<file path="src/rtl/mic_volume_meter_if.sv">
// Sample-in / level-out bundle for mic_volume_meter.
// master: the sample source that reads the meter results.
// slave:  the meter itself.
interface mic_volume_meter_if;
  logic        sample_valid;
  logic [11:0] mic_in;
  logic [10:0] peak_mag;
  logic [3:0]  level_raw;
  logic [3:0]  level_peak;
  logic        level_valid;

  modport master (
    output sample_valid, mic_in,
    input  peak_mag, level_raw, level_peak, level_valid
  );

  modport slave (
    input  sample_valid, mic_in,
    output peak_mag, level_raw, level_peak, level_valid
  );
endinterface

</file>
<file path="src/rtl/mic_volume_meter.sv">
// mic_volume_meter: windowed peak magnitude and 4-bit volume levels from a
// 12-bit offset-binary mic stream (2048 = silence).
//   stage 1 : |mic_in - 2048|, saturated to 11 bits, noise-floor gated
//   stage 2 : running max over WINDOW accepted samples; the closing sample
//             updates peak_mag / level_raw / level_peak directly, so
//             level_valid lands 2 cycles after the closing strobe.
// Optional feature macro: VOLUME_METER_HOLD_EN
//   defined   -> level_peak holds for HOLD_WINDOWS windows, then decays by 1
//   undefined -> level_peak simply mirrors level_raw, hold counter removed
module mic_volume_meter #(
  parameter int unsigned WINDOW       = 4000,
  parameter int unsigned NOISE_FLOOR  = 64,
  parameter int unsigned HOLD_WINDOWS = 3
) (
  input  logic             clk,
  input  logic             rst_n,
  mic_volume_meter_if.slave bus
);

  // Out-of-range parameters are rejected at elaboration.
  if (WINDOW < 2 || WINDOW > 65535 || HOLD_WINDOWS < 1 || HOLD_WINDOWS > 15) begin : g_bad_param
    $error("mic_volume_meter: WINDOW or HOLD_WINDOWS out of range");
  end

  localparam logic [15:0] WIN_LAST = 16'(WINDOW - 1);
  // Magnitudes never exceed 2048 before saturation, so clamp the floor there.
  localparam logic [11:0] FLOOR    = (NOISE_FLOOR > 2048) ? 12'd2048 : 12'(NOISE_FLOOR);
  localparam logic [11:0] MIDSCALE = 12'd2048;

  // ---------------------------------------------------------------------
  // Stage 1: magnitude
  // ---------------------------------------------------------------------
  logic [11:0] diff;
  logic [10:0] mag_new;
  logic [10:0] mag_q, mag_d;
  logic        mag_v_q;

  // Absolute distance from mid-scale, 2048 saturated to 2047, floor gated.
  always_comb begin
    diff    = '0;
    mag_new = '0;
    if (bus.mic_in >= MIDSCALE) diff = bus.mic_in - MIDSCALE;
    else                        diff = MIDSCALE - bus.mic_in;
    mag_new = diff[11] ? 11'h7FF : diff[10:0];
    if (diff < FLOOR) mag_new = '0;
  end

  // Magnitude only loads on a strobe; idle cycles leave it alone.
  always_comb begin
    mag_d = mag_q;
    if (bus.sample_valid) mag_d = mag_new;
  end

  // Stage-1 pipeline registers.
  always_ff @(posedge clk or negedge rst_n) begin
    if (!rst_n) begin
      mag_q   <= '0;
      mag_v_q <= 1'b0;
    end else begin
      mag_q   <= mag_d;
      mag_v_q <= bus.sample_valid;
    end
  end

  // ---------------------------------------------------------------------
  // Stage 2: window accumulation and result update
  // ---------------------------------------------------------------------
  logic [10:0] run_max_q, run_max_d;
  logic [15:0] win_cnt_q, win_cnt_d;
  logic [10:0] final_max;
  logic        win_end;
  logic [3:0]  lvl_new;

  logic [10:0] peak_mag_q,    peak_mag_d;
  logic [3:0]  level_raw_q,   level_raw_d;
  logic [3:0]  level_peak_q,  level_peak_d;
  logic        level_valid_q, level_valid_d;

  // Max including the current sample, so the closing sample counts.
  always_comb begin
    final_max = (mag_q > run_max_q) ? mag_q : run_max_q;
    win_end   = mag_v_q && (win_cnt_q == WIN_LAST);
    lvl_new   = final_max[10:7];
  end

  // Running max / sample counter; both restart after the closing sample.
  always_comb begin
    run_max_d = run_max_q;
    win_cnt_d = win_cnt_q;
    if (mag_v_q) begin
      if (win_end) begin
        run_max_d = '0;
        win_cnt_d = '0;
      end else begin
        run_max_d = final_max;
        win_cnt_d = win_cnt_q + 16'd1;
      end
    end
  end

`ifdef VOLUME_METER_HOLD_EN
  localparam logic [3:0] HOLD_MAX = 4'(HOLD_WINDOWS);

  logic [3:0] hold_cnt_q, hold_cnt_d;

  // Peak-hold: a new level >= the held one refreshes it; otherwise count
  // windows up to HOLD_MAX, then step down one level per window. The
  // counter stays saturated while decaying, and a lower-but-nonzero window
  // does not restart it.
  always_comb begin
    hold_cnt_d   = hold_cnt_q;
    level_peak_d = level_peak_q;
    if (win_end) begin
      if (lvl_new >= level_peak_q) begin
        level_peak_d = lvl_new;
        hold_cnt_d   = '0;
      end else if (hold_cnt_q < HOLD_MAX) begin
        hold_cnt_d   = hold_cnt_q + 4'd1;
      end else begin
        level_peak_d = level_peak_q - 4'd1;
      end
    end
  end

  // Hold counter register.
  always_ff @(posedge clk or negedge rst_n) begin
    if (!rst_n) hold_cnt_q <= '0;
    else        hold_cnt_q <= hold_cnt_d;
  end
`else
  // Without hold the peak level just tracks the raw level each window.
  always_comb begin
    level_peak_d = level_peak_q;
    if (win_end) level_peak_d = lvl_new;
  end
`endif

  // Result outputs load only at the window end; they hold otherwise.
  always_comb begin
    peak_mag_d    = peak_mag_q;
    level_raw_d   = level_raw_q;
    level_valid_d = win_end;
    if (win_end) begin
      peak_mag_d  = final_max;
      level_raw_d = lvl_new;
    end
  end

  // Stage-2 state and output registers; reset discards any partial window.
  always_ff @(posedge clk or negedge rst_n) begin
    if (!rst_n) begin
      run_max_q     <= '0;
      win_cnt_q     <= '0;
      peak_mag_q    <= '0;
      level_raw_q   <= '0;
      level_peak_q  <= '0;
      level_valid_q <= 1'b0;
    end else begin
      run_max_q     <= run_max_d;
      win_cnt_q     <= win_cnt_d;
      peak_mag_q    <= peak_mag_d;
      level_raw_q   <= level_raw_d;
      level_peak_q  <= level_peak_d;
      level_valid_q <= level_valid_d;
    end
  end

  assign bus.peak_mag    = peak_mag_q;
  assign bus.level_raw   = level_raw_q;
  assign bus.level_peak  = level_peak_q;
  assign bus.level_valid = level_valid_q;

endmodule

</file>
<file path="src/flat_wrapper.sv">
// flat-port wrapper written by rule: the top's interface ports become plain ports
module mic_volume_meter_flat 
#(
  parameter int unsigned WINDOW       = 4000,
  parameter int unsigned NOISE_FLOOR  = 64,
  parameter int unsigned HOLD_WINDOWS = 3
)
  (clk, rst_n, bus_sample_valid, bus_mic_in, bus_peak_mag, bus_level_raw, bus_level_peak, bus_level_valid);
  mic_volume_meter_if bus_i ();
  input  logic clk;
  input  logic rst_n;
  input wire logic [$bits(bus_i.sample_valid)-1:0] bus_sample_valid;
  input wire logic [$bits(bus_i.mic_in)-1:0] bus_mic_in;
  output wire logic [$bits(bus_i.peak_mag)-1:0] bus_peak_mag;
  output wire logic [$bits(bus_i.level_raw)-1:0] bus_level_raw;
  output wire logic [$bits(bus_i.level_peak)-1:0] bus_level_peak;
  output wire logic [$bits(bus_i.level_valid)-1:0] bus_level_valid;
  assign bus_i.sample_valid = bus_sample_valid;
  assign bus_i.mic_in = bus_mic_in;
  assign bus_peak_mag = bus_i.peak_mag;
  assign bus_level_raw = bus_i.level_raw;
  assign bus_level_peak = bus_i.level_peak;
  assign bus_level_valid = bus_i.level_valid;
  mic_volume_meter #(.WINDOW(WINDOW), .NOISE_FLOOR(NOISE_FLOOR), .HOLD_WINDOWS(HOLD_WINDOWS)) u_core (.clk(clk), .rst_n(rst_n), .bus(bus_i));
endmodule
</file>
<file path="config.mk">
export PLATFORM = sky130hd
export DESIGN_NAME = mic_volume_meter_flat
export DESIGN_NICKNAME = d
export VERILOG_FILES = /design/src/rtl/mic_volume_meter_if.sv /design/src/rtl/mic_volume_meter.sv /design/src/flat_wrapper.sv
export SDC_FILE = /design/constraint.sdc
export NUM_CORES = 1
export LEC_CHECK = 0
export CAP_MARGIN = 20
export CORE_MARGIN = 1
export CORE_UTILIZATION = 56
export CTS_CLUSTER_DIAMETER = 60
export DETAILED_ROUTE_END_ITERATION = 10
export GPL_ROUTABILITY_DRIVEN = 0
export MAX_ROUTING_LAYER = met4
export PLACE_DENSITY = 0.77
export RECOVER_POWER = 50
export SLEW_MARGIN = 20
export SYNTH_ARGS = -nofsm -noshare
export SYNTH_HDL_FRONTEND = slang
export SYNTH_SLANG_ARGS = --single-unit
</file>
<file path="constraint.sdc">
create_clock -name clk -period 2.6 [get_ports clk]
set_input_delay 0.52 -clock clk [delete_from_list [all_inputs] [get_ports clk]]
set_output_delay 0.52 -clock clk [all_outputs]
set_load 0.03 [all_outputs]
</file>
==> results.yml, run 1 <==
die:
  io-pin-count: 35
  die_h_um: 74.7
  die-area_sq_mm: 0.00558
  start_util_pct: 57.9
  die_w_um: 74.7
  coreArea_sq_mm: 0.00511
  rows: 26
timing:
  period_share_pct: 88.4
  finalSetupTns_ns: 0
  setup_viol: 0
  final.min_clock_period_ns: 2.30
  clock_skew_ns: 0.00971
  hold_violations: 0
  setup_ws_ns: 0.302
  worst_pin_slew_ns: 1.24
  rsz0062_at_grt: "no"
  slew_headroom_pct: 17.3
  fmax_ghz: 0.435
  hold_ws_ns: 0.464
  finalMaxSlewViolations: 0
placement:
  hpwl_um: 4590
  dpl_cell_area_sq_mm: 0.00336
  pre_cts_slack_ns: -0.000932
  io_buffers: 34
grt:
  grt_max_degree: 29
  grt_pass1_wl_um: 10300
  grt_use_total_pct: 25.0
  grt_overflow: 0
  first_global_vias: 2245
  antenna_found_initial: 0
clocking:
  path_clk_slew_ns: 0.08
  hold_buffers: 0
  cts_made_buffers: 5
  worstSkewPairLatency_ns: 0.30
  cts_sinks: 51
  cts_resized: 0
  htree_levels: 2
  ctsLongestPathBuffers: 2
  tritoncts: "done"
  cts_setup_buffers: 0
  cts_root_buf: "clkbuf_8"
finish:
  diodes: 0
  area_growth_syn_to_layout_pct: 16.4
  final_area_sq_mm: 0.00344
  layout.nets: 377
  drive_gt1_share_pct: 8.02
logic_synthesis:
  synth_commonest_cells: "dfrtp_1 (51), nor2_1 (41), inv_1 (22)"
  synth.area.top_cells: "dfrtp_1 (43%), ha_1 (5.5%), nor2_1 (5.2%)"
  syn_inst: 315
  synth_most_common_cell: "dfrtp_1"
  yosysWarnings: 0
  synth.net_count: 343
  synth_seq_area_share_pct: 43.1
  synth_edf_count: 0
  syn_area_sq_mm: 0.00296
  synth-seq-cells: 51
  postSynthAreaPerCell_sq_um: 9.39
  yosysTopAreaCell: "dfrtp_1"
  synthDistinctLibCells: 51
  synth_top_area_share_pct: 43.1
  ys.flop_type: "dfrtp_1"
  synth_async_sr_flop_share_pct: 100
worst_setup_path:
  cp.required_ns: 2.77
  critical_path_arrival_ns: 2.47
  worst-path-max-fanout: 6
  worstSetupStartpointType: "input port"
  endpoint_kind: "flop"
  crit_type: "in2reg"
drt:
  drc: 0
  first_pass_iters: 5
  drtIter0Drc: 175
  ant_nets: 0
  viasPerCell: 5.85
  drt-total-wl_um: 6090
  vias: 2452
  wl_per_cell_um: 14.5
pwr:
  p_int_w: 0.00160
  vdd_ir_drop_max_mv: 0.316
  switching_power_w: 0.000837
  power_density_mw_per_mm2: 707
  combPwrFrac_pct: 34.4
  power_w: 0.00243
  p_leak_nw: 1.50
  seq_power_share_pct: 44.4
  switching_share_pct: 34.4
  clockPowerShare_pct: 21.1
hold_path:
  min_path_type: "in2async"
status:
  status: "finished, final reports clean"
run:
  drv_cap: 0
## cell type report
| type | count | area [sq um] |
|---|---|---|
| Clock buffer | 6 | 72.6 |
| Clock inverter | 1 | 30.0 |
| Fill cell | 418 | 1660 |
| Inverter | 23 | 91.3 |
| Multi-Input combinational cell | 221 | 1460 |
| Sequential cell | 51 | 1280 |
| Tap cell | 70 | 87.6 |
| Timing Repair Buffer | 47 | 429 |
## power groups by stage
| stage | sequential [W] | clock [W] | combinational [W] |
|---|---|---|---|
| global placement | 0.00109 | 0 | 0.000799 |
| finish | 0.00108 | 0.000515 | 0.000839 |
| global route | 0.00110 | 0.000570 | 0.000932 |
| floorplan | 0.00105 | 0 | 0.000603 |
| detailed placement | 0.00109 | 0 | 0.000823 |
| CTS | 0.00108 | 0.000531 | 0.000833 |
## through the flow
step | util [%] | std cells
floorplan | - | 315
global placement | 65.7 | 412
detailed placement | 65.7 | 412
CTS | 67.7 | 419
global route | 67.4 | 419
finish | 67.4 | 419
## path summary, 6_finish.rpt
| path | start | end | slack, ns | depth (start not counted) |
|---|---|---|---|---|
| max | bus_mic_in[1] | u_core.mag_q[4] | 0.30 | 8 |
| min | rst_n | u_core.bus.peak_mag[5] | 0.46 | 1 |
| max reg2reg | u_core.mag_q[6] | u_core.run_max_q[4] | 0.32 | 6 |
| min reg2reg | u_core.win_cnt_q[15] | u_core.win_cnt_q[15] | 0.51 | 1 |
| max in group asynchronous | rst_n | u_core.mag_q[7] | 0.83 | 2 |
| min in group clk | u_core.win_cnt_q[15] | u_core.win_cnt_q[15] | 0.51 | 1 |
## flip-flops by register name, indices dropped and copies added (netlist names)
| register | count |
|---|---|
| u_core.win_cnt_q | 16 |
| u_core.bus.peak_mag | 7 |
| u_core.mag_q | 11 |
| u_core.bus.level_raw | 4 |
| u_core.mag_v_q | 1 |
| u_core.run_max_q | 11 |
| u_core.bus.level_valid | 1 |
## critical path, cell delays in order
cell             delay, ns
clkdlybuf4s50_1       0.42
inv_1                 0.08
ha_1                  0.15
nor4b_1               0.53
a211o_2               0.25
nand3_1               0.11
a221oi_4              0.32
nor2_1                0.09
## logic make-up after synthesis
logic type	share of synthesized area (%)
AOI/OAI and AO/OA	19.8
muxes	0.677
and+or+nand+nor	17.9
xor gates and xnor gates	5.33
adders and majority gates	5.50
DFF	43.1
buffers and inverters	7.65
## layout by cell type, fill, tap and decap left out, types with 9 or more instances in the layout
master | Yosys | layout
ha_1 | 13 | 13
clkdlybuf4s50_1 | 0 | 32
xnor2_1 | 11 | 11
a31oi_1 | 12 | 12
nand2_1 | 14 | 14
dfrtp_1 | 51 | 51
o21ai_0 | 21 | 21
buf_4 | 8 | 12
nand3_1 | 9 | 9
inv_1 | 22 | 22
nor2_1 | 41 | 41
a21oi_1 | 20 | 20
a32o_1 | 10 | 10
## metal layers
metal / part of all wire, % / GRT usage [%] / vias up
met4: 2.0 / 10.3 / 0
met5: 0 / - / -
met1: 46 / 33.1 / 1141
li1: - / - / 1208
met3: 5.4 / 4.15 / 14
met2: 47 / 38.2 / 89
Power figures use the tool's default switching activity.
==> run 2: changes to the inputs <==
ABC_CLOCK_PERIOD_IN_PS = 2600   (was unset)
==> results of run 2 <==
Final layout, timing and power as in run 1 (identical DEF).
